File: src/rtl/program_sequencer.sv
// Program counter with hold/increment/branch/jump/call/return/clear ops and a
// return-address stack; pc, stack count and sticky error flags are all registered.
module program_sequencer #(
  parameter int WORD_SIZE      = 16,
  parameter int MEM_ADDR_SIZE  = 8,
  parameter int STACK_DEPTH    = 4,
  parameter int unsigned RESET_ADDR = 0,
  localparam int CW = $clog2(STACK_DEPTH + 1)
) (
  input  logic                     clock,
  input  logic                     reset_n,
  input  logic [2:0]               op,
  input  logic [WORD_SIZE-1:0]     value,
  output logic [MEM_ADDR_SIZE-1:0] pc,
  output logic [CW-1:0]            stack_count,
  output logic                     stack_overflow,
  output logic                     stack_underflow
);

  localparam int IW = (STACK_DEPTH > 1) ? $clog2(STACK_DEPTH) : 1;
  localparam logic [MEM_ADDR_SIZE-1:0] RST_PC = MEM_ADDR_SIZE'(RESET_ADDR);

  typedef enum logic [2:0] {
    OP_HOLD   = 3'd0,
    OP_INC    = 3'd1,
    OP_BRANCH = 3'd2,
    OP_JUMP   = 3'd3,
    OP_CALL   = 3'd4,
    OP_RETURN = 3'd5,
    OP_CLEAR  = 3'd6,
    OP_RSVD   = 3'd7
  } opcode_e;

  logic [MEM_ADDR_SIZE-1:0] r_pc;
  logic [CW-1:0]            r_count;
  logic                     r_overflow;
  logic                     r_underflow;
  logic [MEM_ADDR_SIZE-1:0] r_stack [STACK_DEPTH];

  opcode_e                  w_op;
  logic [MEM_ADDR_SIZE-1:0] w_pcInc;
  logic [MEM_ADDR_SIZE-1:0] w_offset;
  logic [MEM_ADDR_SIZE-1:0] w_target;
  logic [CW-1:0]            w_countM1;
  logic [IW-1:0]            w_pushIdx;
  logic [IW-1:0]            w_popIdx;
  logic                     w_full;
  logic                     w_empty;
  logic                     w_push;
  logic                     w_unusedBits;

  assign w_op      = opcode_e'(op);
  assign w_pcInc   = r_pc + MEM_ADDR_SIZE'(1);
  assign w_countM1 = r_count - CW'(1);
  assign w_pushIdx = r_count[IW-1:0];
  assign w_popIdx  = w_countM1[IW-1:0];
  assign w_full    = (r_count == CW'(STACK_DEPTH));
  assign w_empty   = (r_count == '0);
  assign w_push    = reset_n && (w_op == OP_CALL) && !w_full;
  assign w_unusedBits = ^{value, w_countM1};

  // Branch offset is sign-extended when narrower than pc, otherwise truncated.
  if (WORD_SIZE >= MEM_ADDR_SIZE) begin : g_truncOffset
    assign w_offset = value[MEM_ADDR_SIZE-1:0];
    assign w_target = value[MEM_ADDR_SIZE-1:0];
  end else begin : g_extendOffset
    assign w_offset = {{(MEM_ADDR_SIZE-WORD_SIZE){value[WORD_SIZE-1]}}, value};
    assign w_target = {{(MEM_ADDR_SIZE-WORD_SIZE){1'b0}}, value};
  end

  always_ff @(posedge clock or negedge reset_n) begin
    if (!reset_n) begin
      r_pc        <= RST_PC;
      r_count     <= '0;
      r_overflow  <= 1'b0;
      r_underflow <= 1'b0;
    end else begin
      case (w_op)
        OP_INC:    r_pc <= w_pcInc;
        OP_BRANCH: r_pc <= r_pc + w_offset;
        OP_JUMP:   r_pc <= w_target;
        OP_CALL: begin
          if (w_full) begin
            r_pc       <= w_pcInc;
            r_overflow <= 1'b1;
          end else begin
            r_pc    <= w_target;
            r_count <= r_count + CW'(1);
          end
        end
        OP_RETURN: begin
          if (w_empty) begin
            r_pc        <= w_pcInc;
            r_underflow <= 1'b1;
          end else begin
            r_pc    <= r_stack[w_popIdx];
            r_count <= w_countM1;
          end
        end
        OP_CLEAR: begin
          r_pc        <= RST_PC;
          r_count     <= '0;
          r_overflow  <= 1'b0;
          r_underflow <= 1'b0;
        end
        default: ;
      endcase
    end
  end

  // Stack storage needs no reset; entries above the count are never read.
  always_ff @(posedge clock) begin
    if (w_push) begin
      r_stack[w_pushIdx] <= w_pcInc;
    end
  end

  assign pc              = r_pc;
  assign stack_count     = r_count;
  assign stack_overflow  = r_overflow;
  assign stack_underflow = r_underflow;

endmodule

File: config.mk
export PLATFORM = sky130hd
export DESIGN_NAME = program_sequencer
export DESIGN_NICKNAME = d
export VERILOG_FILES = /design/src/rtl/program_sequencer.sv
export SDC_FILE = /design/constraint.sdc
export NUM_CORES = 1
export LEC_CHECK = 0
export BUFFER_PORTS_ARGS = -buffer_cell sky130_fd_sc_hd__buf_2
export CAP_MARGIN = 20
export CELL_PAD_IN_SITES_DETAIL_PLACEMENT = 2
export CELL_PAD_IN_SITES_GLOBAL_PLACEMENT = 2
export CORE_MARGIN = 2
export CORE_UTILIZATION = 25
export CTS_BUF_LIST = sky130_fd_sc_hd__clkbuf_16
export DETAILED_ROUTE_END_ITERATION = 8
export PLACE_DENSITY_LB_ADDON = 0.12
export RECOVER_POWER = 50
export SYNTH_ARGS = -nofsm -noshare
export SYNTH_HDL_FRONTEND = slang
export SYNTH_SLANG_ARGS = --single-unit
File: constraint.sdc
create_clock -name clock -period 2.4 [get_ports clock]
set_clock_uncertainty 0.15 [all_clocks]
set_input_delay 0.24 -clock clock [delete_from_list [all_inputs] [get_ports clock]]
set_output_delay 0.24 -clock clock [all_outputs]
set_load 0.01 [all_outputs]
# After elaboration in Yosys (flattened, before gate mapping)
# Memories as Yosys holds them, arrays and structs flattened.
# Cells that the tools add are included.
# totals
ramBits,32
in_bits,21
n_memories,1
register_bits,13
elab_cells,43
output_inout_bits,13
# memory_table
name,depth,width,read_ports,rd_clocked_by_memory_dff,wr,line_no,rtl
r_stack,4,8,1,0,1,38,logic [MEM_ADDR_SIZE-1:0] r_stack [STACK_DEPTH];
# classes
n_addsub,4
n_mux,12
n_eq_ne,11
n_reduce_logical,11
# ops
op,n
$pmux W8 S6,1
$mux W8,2
$eq A3 B3 Y1 const B,4
$pmux W3 S3,1
$add A8 B1 Y8 const B,1
$add A8 B8 Y8,1
$ne A2 B2 Y1 const B,4
$eq A3 B2 Y1 const B,2
$mux W3,2
$reduce_bool A6 Y1,1
$mux W1,4
$pmux W1 S2,2
$reduce_and A2 Y1,2
$reduce_bool A2 Y1,2
$add A3 B1 Y3 const B,1
$eq A3 B1 Y1 const B,1
$logic_not A3 Y1,1
$reduce_and A3 Y1,1
$reduce_bool A3 Y1,1
$sub A3 B1 Y3 const B,1
$logic_and A1 B1 Y1,2
$logic_not A1 Y1,1

# Logic depth before layout (Yosys ltp)
# logic_depth
word_depth,5
depth_mapped,9
depth_no_buf,8

# Least setup slack after synthesis
# No wires, ideal clock.
# synth_path
path_type,flip-flop to flip-flop
start,register r_count[0] (netlist: stack_count[0])
end,register r_pc[6] (netlist: pc[6])
setup_time_ns,0.133
path_buffers,1
t_required_ns,2.117
arrival_time_ns,1.995
path_stages_with_launch,9
setup_slack_ns,0.122
synth_period_minus_slack_ns,2.278
path_cell_list,dfrtp_1 buf_6 inv_1 ha_1 and2_1 a22oi_1 nand2_1 a2111oi_4 a211oi_1
# synth_between
elab_chain_len,4
elab_cells_between_ends,7
cone_classes,1 x add/sub; 1 x eq/ne; 3 x mux; 1 x reduce/logical; 1 x memory
# synth_rtl
element,line_no,rtl
from (decl),35,logic [CW-1:0] r_count;
from (signal assigned),88,r_count <= r_count + CW'(1);
from (signal assigned),97,r_count <= w_countM1;
$sub A3 B1 Y3,54,assign w_countM1 = r_count - CW'(1);
$mem_v2 Z4 W8,--,
$mux W8,92,if (w_empty) begin
$pmux W8 S6 (*),78,case (w_op)
to (signal assigned),79,OP_INC: r_pc <= w_pcInc;
to (signal assigned),80,OP_BRANCH: r_pc <= r_pc + w_offset;
to (signal assigned),93,r_pc <= w_pcInc;
to (decl),34,logic [MEM_ADDR_SIZE-1:0] r_pc;
# Every way passes the cells marked *; elsewhere a longest branch is shown, timed or not.
# A chain may end at the register's enable or synchronous reset.

# Final worst setup path
# layout_path
start,register r_pc[0] (netlist: pc[0])
end,register r_pc[6] (netlist: pc[6])
# layout_between
elab_chain_len,3
elab_cells_between_ends,5
cone_classes,2 x add/sub; 3 x mux
# layout_rtl
element,line_no,rtl
from (signal assigned),79,
from (signal assigned),80,
from (signal assigned),81,OP_JUMP: r_pc <= w_target;
$add A8 B1 Y8,53,assign w_pcInc = r_pc + MEM_ADDR_SIZE'(1);
"$mux W8, on equally long branches","92, 83",
$pmux W8 S6 (*),78,
# Marks and branches as above.

==> PnR_summary.wiki <==
{| class="wikitable"
! Metric !! Value
|-
| Run status || complete, no violations
|-
| TritonCTS buffer count || 5
|-
| Post-synth design cell area || 2660 um2
|-
| YS warnings || 0
|-
| Post-route DRC violation count || 0
|-
| Fin crit share || 0.892
|-
| Area of the multi-input gates || 1300 um2
|-
| CTS Root Buffer Type || clkbuf_16
|-
| # port buffers || 25
|-
| Maximum level of the CTS H-tree || 2
|-
| Capturing element type of the critical path || flop
|-
| # nets final || 317
|-
| Placement Setup Slack || 0.192 ns
|-
| Tightest Pin Transition || 1.01 ns
|-
| Footprint of the flip-flops and latches || 1290 um2
|-
| Flop pwr share || 0.327
|-
| Final-report max-slew violation count || 0
|-
| HP Start || value[2]
|-
| Leading cell type in the layout, fill and taps excluded || edfxtp_1
|-
| Required time at the worst-slack endpoint || 2.44 ns
|-
| Top cell type's share of synthesized area || 0.361
|-
| Most frequent cells in the layout || edfxtp_1, nor2_1, nand2_1, buf_2, clkbuf_1
|-
| Total Neg Setup Slack || 0 ns
|-
| Worst vdd rail ir drop || 0.000317 V
|-
| ANT cells || 0
|-
| Fraction of final layout cells sized beyond drive strength 1 || 0.177
|-
| Vertical extent of the die || 107 um
|-
| Post-Syn Instances || 236
|-
| Row count || 37
|-
| Worst slew margin || 0.325
|-
| Most common flop cell mapped by yosys || edfxtp_1
|-
| TritonCTS clock tree || built
|-
| Type of the tightest min-delay check || in -> reg
|-
| Placeable core region || 10300 um2
|-
| Clk network pwr share || 0.226
|-
| Number of failing hold endpoints at the final stage || 0
|-
| Via count || 2102
|-
| Number of search-and-repair iterations in the first detailed-routing pass || 5
|-
| Metal1 wirelength || 4.10 mm
|-
| Number of antenna violations at the first check in global routing || 0
|-
| Synth area leader || edfxtp_1
|-
| Global-route wire length before repair || 13.6 mm
|-
| Post-synthesis sequential area ratio || 0.483
|-
| Routed wire length on met3 || 203 um
|-
| Number of nets in the synthesized netlist || 271
|-
| Boundary Pins || 34
|-
| Highest attainable clock frequency || 0.467 GHz
|-
| Synth Register Bits || 45
|-
| Total wire length || 8.69 mm
|-
| Cell internal power dissipation || 2.17 mW
|-
| Worst setup slack after layout || 0.258 ns
|-
| Logic pwr share || 0.447
|-
| Final setup violation count || 0
|-
| Clk slew on worst S/H paths || 0.07 ns
|-
| Count of distinct cell types in the synthesized netlist || 46
|-
| Asr flop ratio synth || 0.289
|-
| Final critical-path required period || 2.14 ns
|-
| Area enclosed by the die boundary || 11500 um2
|-
| All-layer global routing usage || 0.162
|-
| Max_cap viols || 0
|-
| Top metal layer carrying routed signals || met4
|-
| Number of enable-type register cells in the synthesized netlist || 32
|-
| Reg-to-Reg Start || pc[0]
|-
| Leakage power of the design || 1.24 nW
|-
| Horizontal die dimension || 107 um
|-
| Areal power density over the cells || 1070 nW/um2
|-
| Area grow syn2layout || 22.3%
|-
| Clk Latency, worst-skew pair || 0.29 ns
|-
| Arrival time at the worst endpoint || 2.18 ns
|-
| Via count of the first global-routing pass || 2262
|-
| Maximum fanout count along the critical path || 2
|-
| Max Root-Sink Buffers || 2
|-
| Synthesized area per cell || 11.3 um2
|-
| Routability cong. || 0.752
|-
| Origin of the worst setup path || pc[0]
|-
| Filler instances || 1141
|-
| WS Path Type || reg -> reg
|-
| Initial core utilization || 0.258
|-
| Antenna Violating Nets Remaining || 0
|-
| Largest net degree at the start of global routing || 17
|-
| Sw Ratio || 0.379
|-
| Detailed placement HPWL || 6.65 mm
|-
| Wire length per cell after detailed routing || 20.7 um
|-
| CTS sink count || 45
|-
| Via count normalized by instance count || 5.02
|-
| Switching power || 1.32 mW
|-
| RSZ-0062 raised after global routing || no
|-
| Cell types with the largest area share after synthesis || edfxtp_1, dfrtp_1, ha_1
|-
| Amount of wire on met2 after detailed routing || 4.33 mm
|-
| Startpoint types || flop
|-
| Remaining global-route overflow || 0
|-
| Initial detailed-routing violation count || 80
|}
synth_stat cells (3+ instances only):
cell and number:
or3_1 3, inv_1 8, nand3_1 9, edfxtp_1 32, dfrtp_1 13, mux4_1 4, a31oi_1 5, a221oi_1 3
mux4_2 4, xor2_1 6, nand2_1 18, a21oi_1 11, buf_2 4, nor2_1 22, ha_1 13, nand3b_1 3
o31ai_1 3, a211oi_1 5, xnor2_1 3, o21ai_0 12, o22ai_1 6, nor3_1 6, and2_1 4, nor2b_1 4
or2_2 3, a22oi_1 4
cells by family after synthesis:
logic type,share of synthesized area
XOR/XNOR,0.0296
flip-flops,0.483
AO/OA/AOI/OAI,0.164
buffers and inverters,0.0301
adder cells (fa/ha/maj),0.0686
multiplexers,0.0808
AND/OR/NAND/NOR,0.143
flip-flops by register name, indices dropped and copies added, names as in the netlist:
| register | flops |
|---|---|
| stack_overflow | 1 |
| stack_underflow | 1 |
| stack_count | 3 |
| pc | 8 |
| r_stack | 32 |
metal layers:
metal,vias to the layer above,global-route usage
li1,996,-
met1,1071,0.218
met2,31,0.271
met3,4,0.0255
met5,-,0
met4,0,0.0390
power by group through the flow:
stage          Sequential [mW]  Combinational, mW  Clock, mW
2_1_floorplan             1.20              0.920          0
6_report                  1.14               1.56      0.788
3_3_place_gp              1.16               1.59          0
5_1_grt                   1.16               1.75      0.841
4_1_cts                   1.15               1.63      0.827
3_5_place_dp              1.16               1.62          0
layout make-up:
| class | count | area share |
|---|---|---|
| Clock buffer | 5 | 0.0384 |
| Clock inverter | 3 | 0.0131 |
| Inverter | 9 | 0.0104 |
| Multi-Input combinational cell | 174 | 0.399 |
| Sequential cell | 45 | 0.395 |
| Tap cell | 136 | 0.0522 |
| Timing Repair Buffer | 47 | 0.0922 |
critical path, stage by stage, from the launching register on:
cell and delay [ns]:
dfrtp_1 0.35, ha_1 0.22, inv_1 0.07, fa_1 0.40, nor2b_1 0.17, o31a_1 0.17
o22ai_1 0.10, mux2i_1 0.14, a211oi_1 0.26
metrics by stage:
step	instance area [um2]	total power [mW]	util	hold WS [ns]	std cells
2_1_floorplan	2660	2.12	-	-0.206	236
3_3_place_gp	3110	2.75	0.301	0.135	410
3_5_place_dp	3110	2.79	0.301	0.153	410
4_1_cts	3280	3.61	0.318	0.193	419
5_1_grt	3260	3.75	0.315	0.218	419
6_report	3260	3.49	0.315	0.196	419
path summary, 6_finish.rpt:
| kind | end | slack, ns | cells after the start |
|---|---|---|---|
| setup / recovery | pc[6] | 0.26 | 8 |
| hold / removal | pc[2] | 0.20 | 3 |
| setup reg to reg | pc[6] | 0.26 | 8 |
| hold reg to reg | stack_underflow | 0.35 | 2 |
| max in group asynchronous | pc[2] | 0.76 | 3 |
| min in group asynchronous | pc[6] | 0.73 | 3 |
what timing repair did:
action                                  CTS  global route
endpoints found under the hold margin    13             0
buffers inserted                          0             0
endpoints found under the setup margin    0             2
resized for setup                         0             1
hold buffers                              1             0
Note: power is estimated with default switching activity, not from simulation.
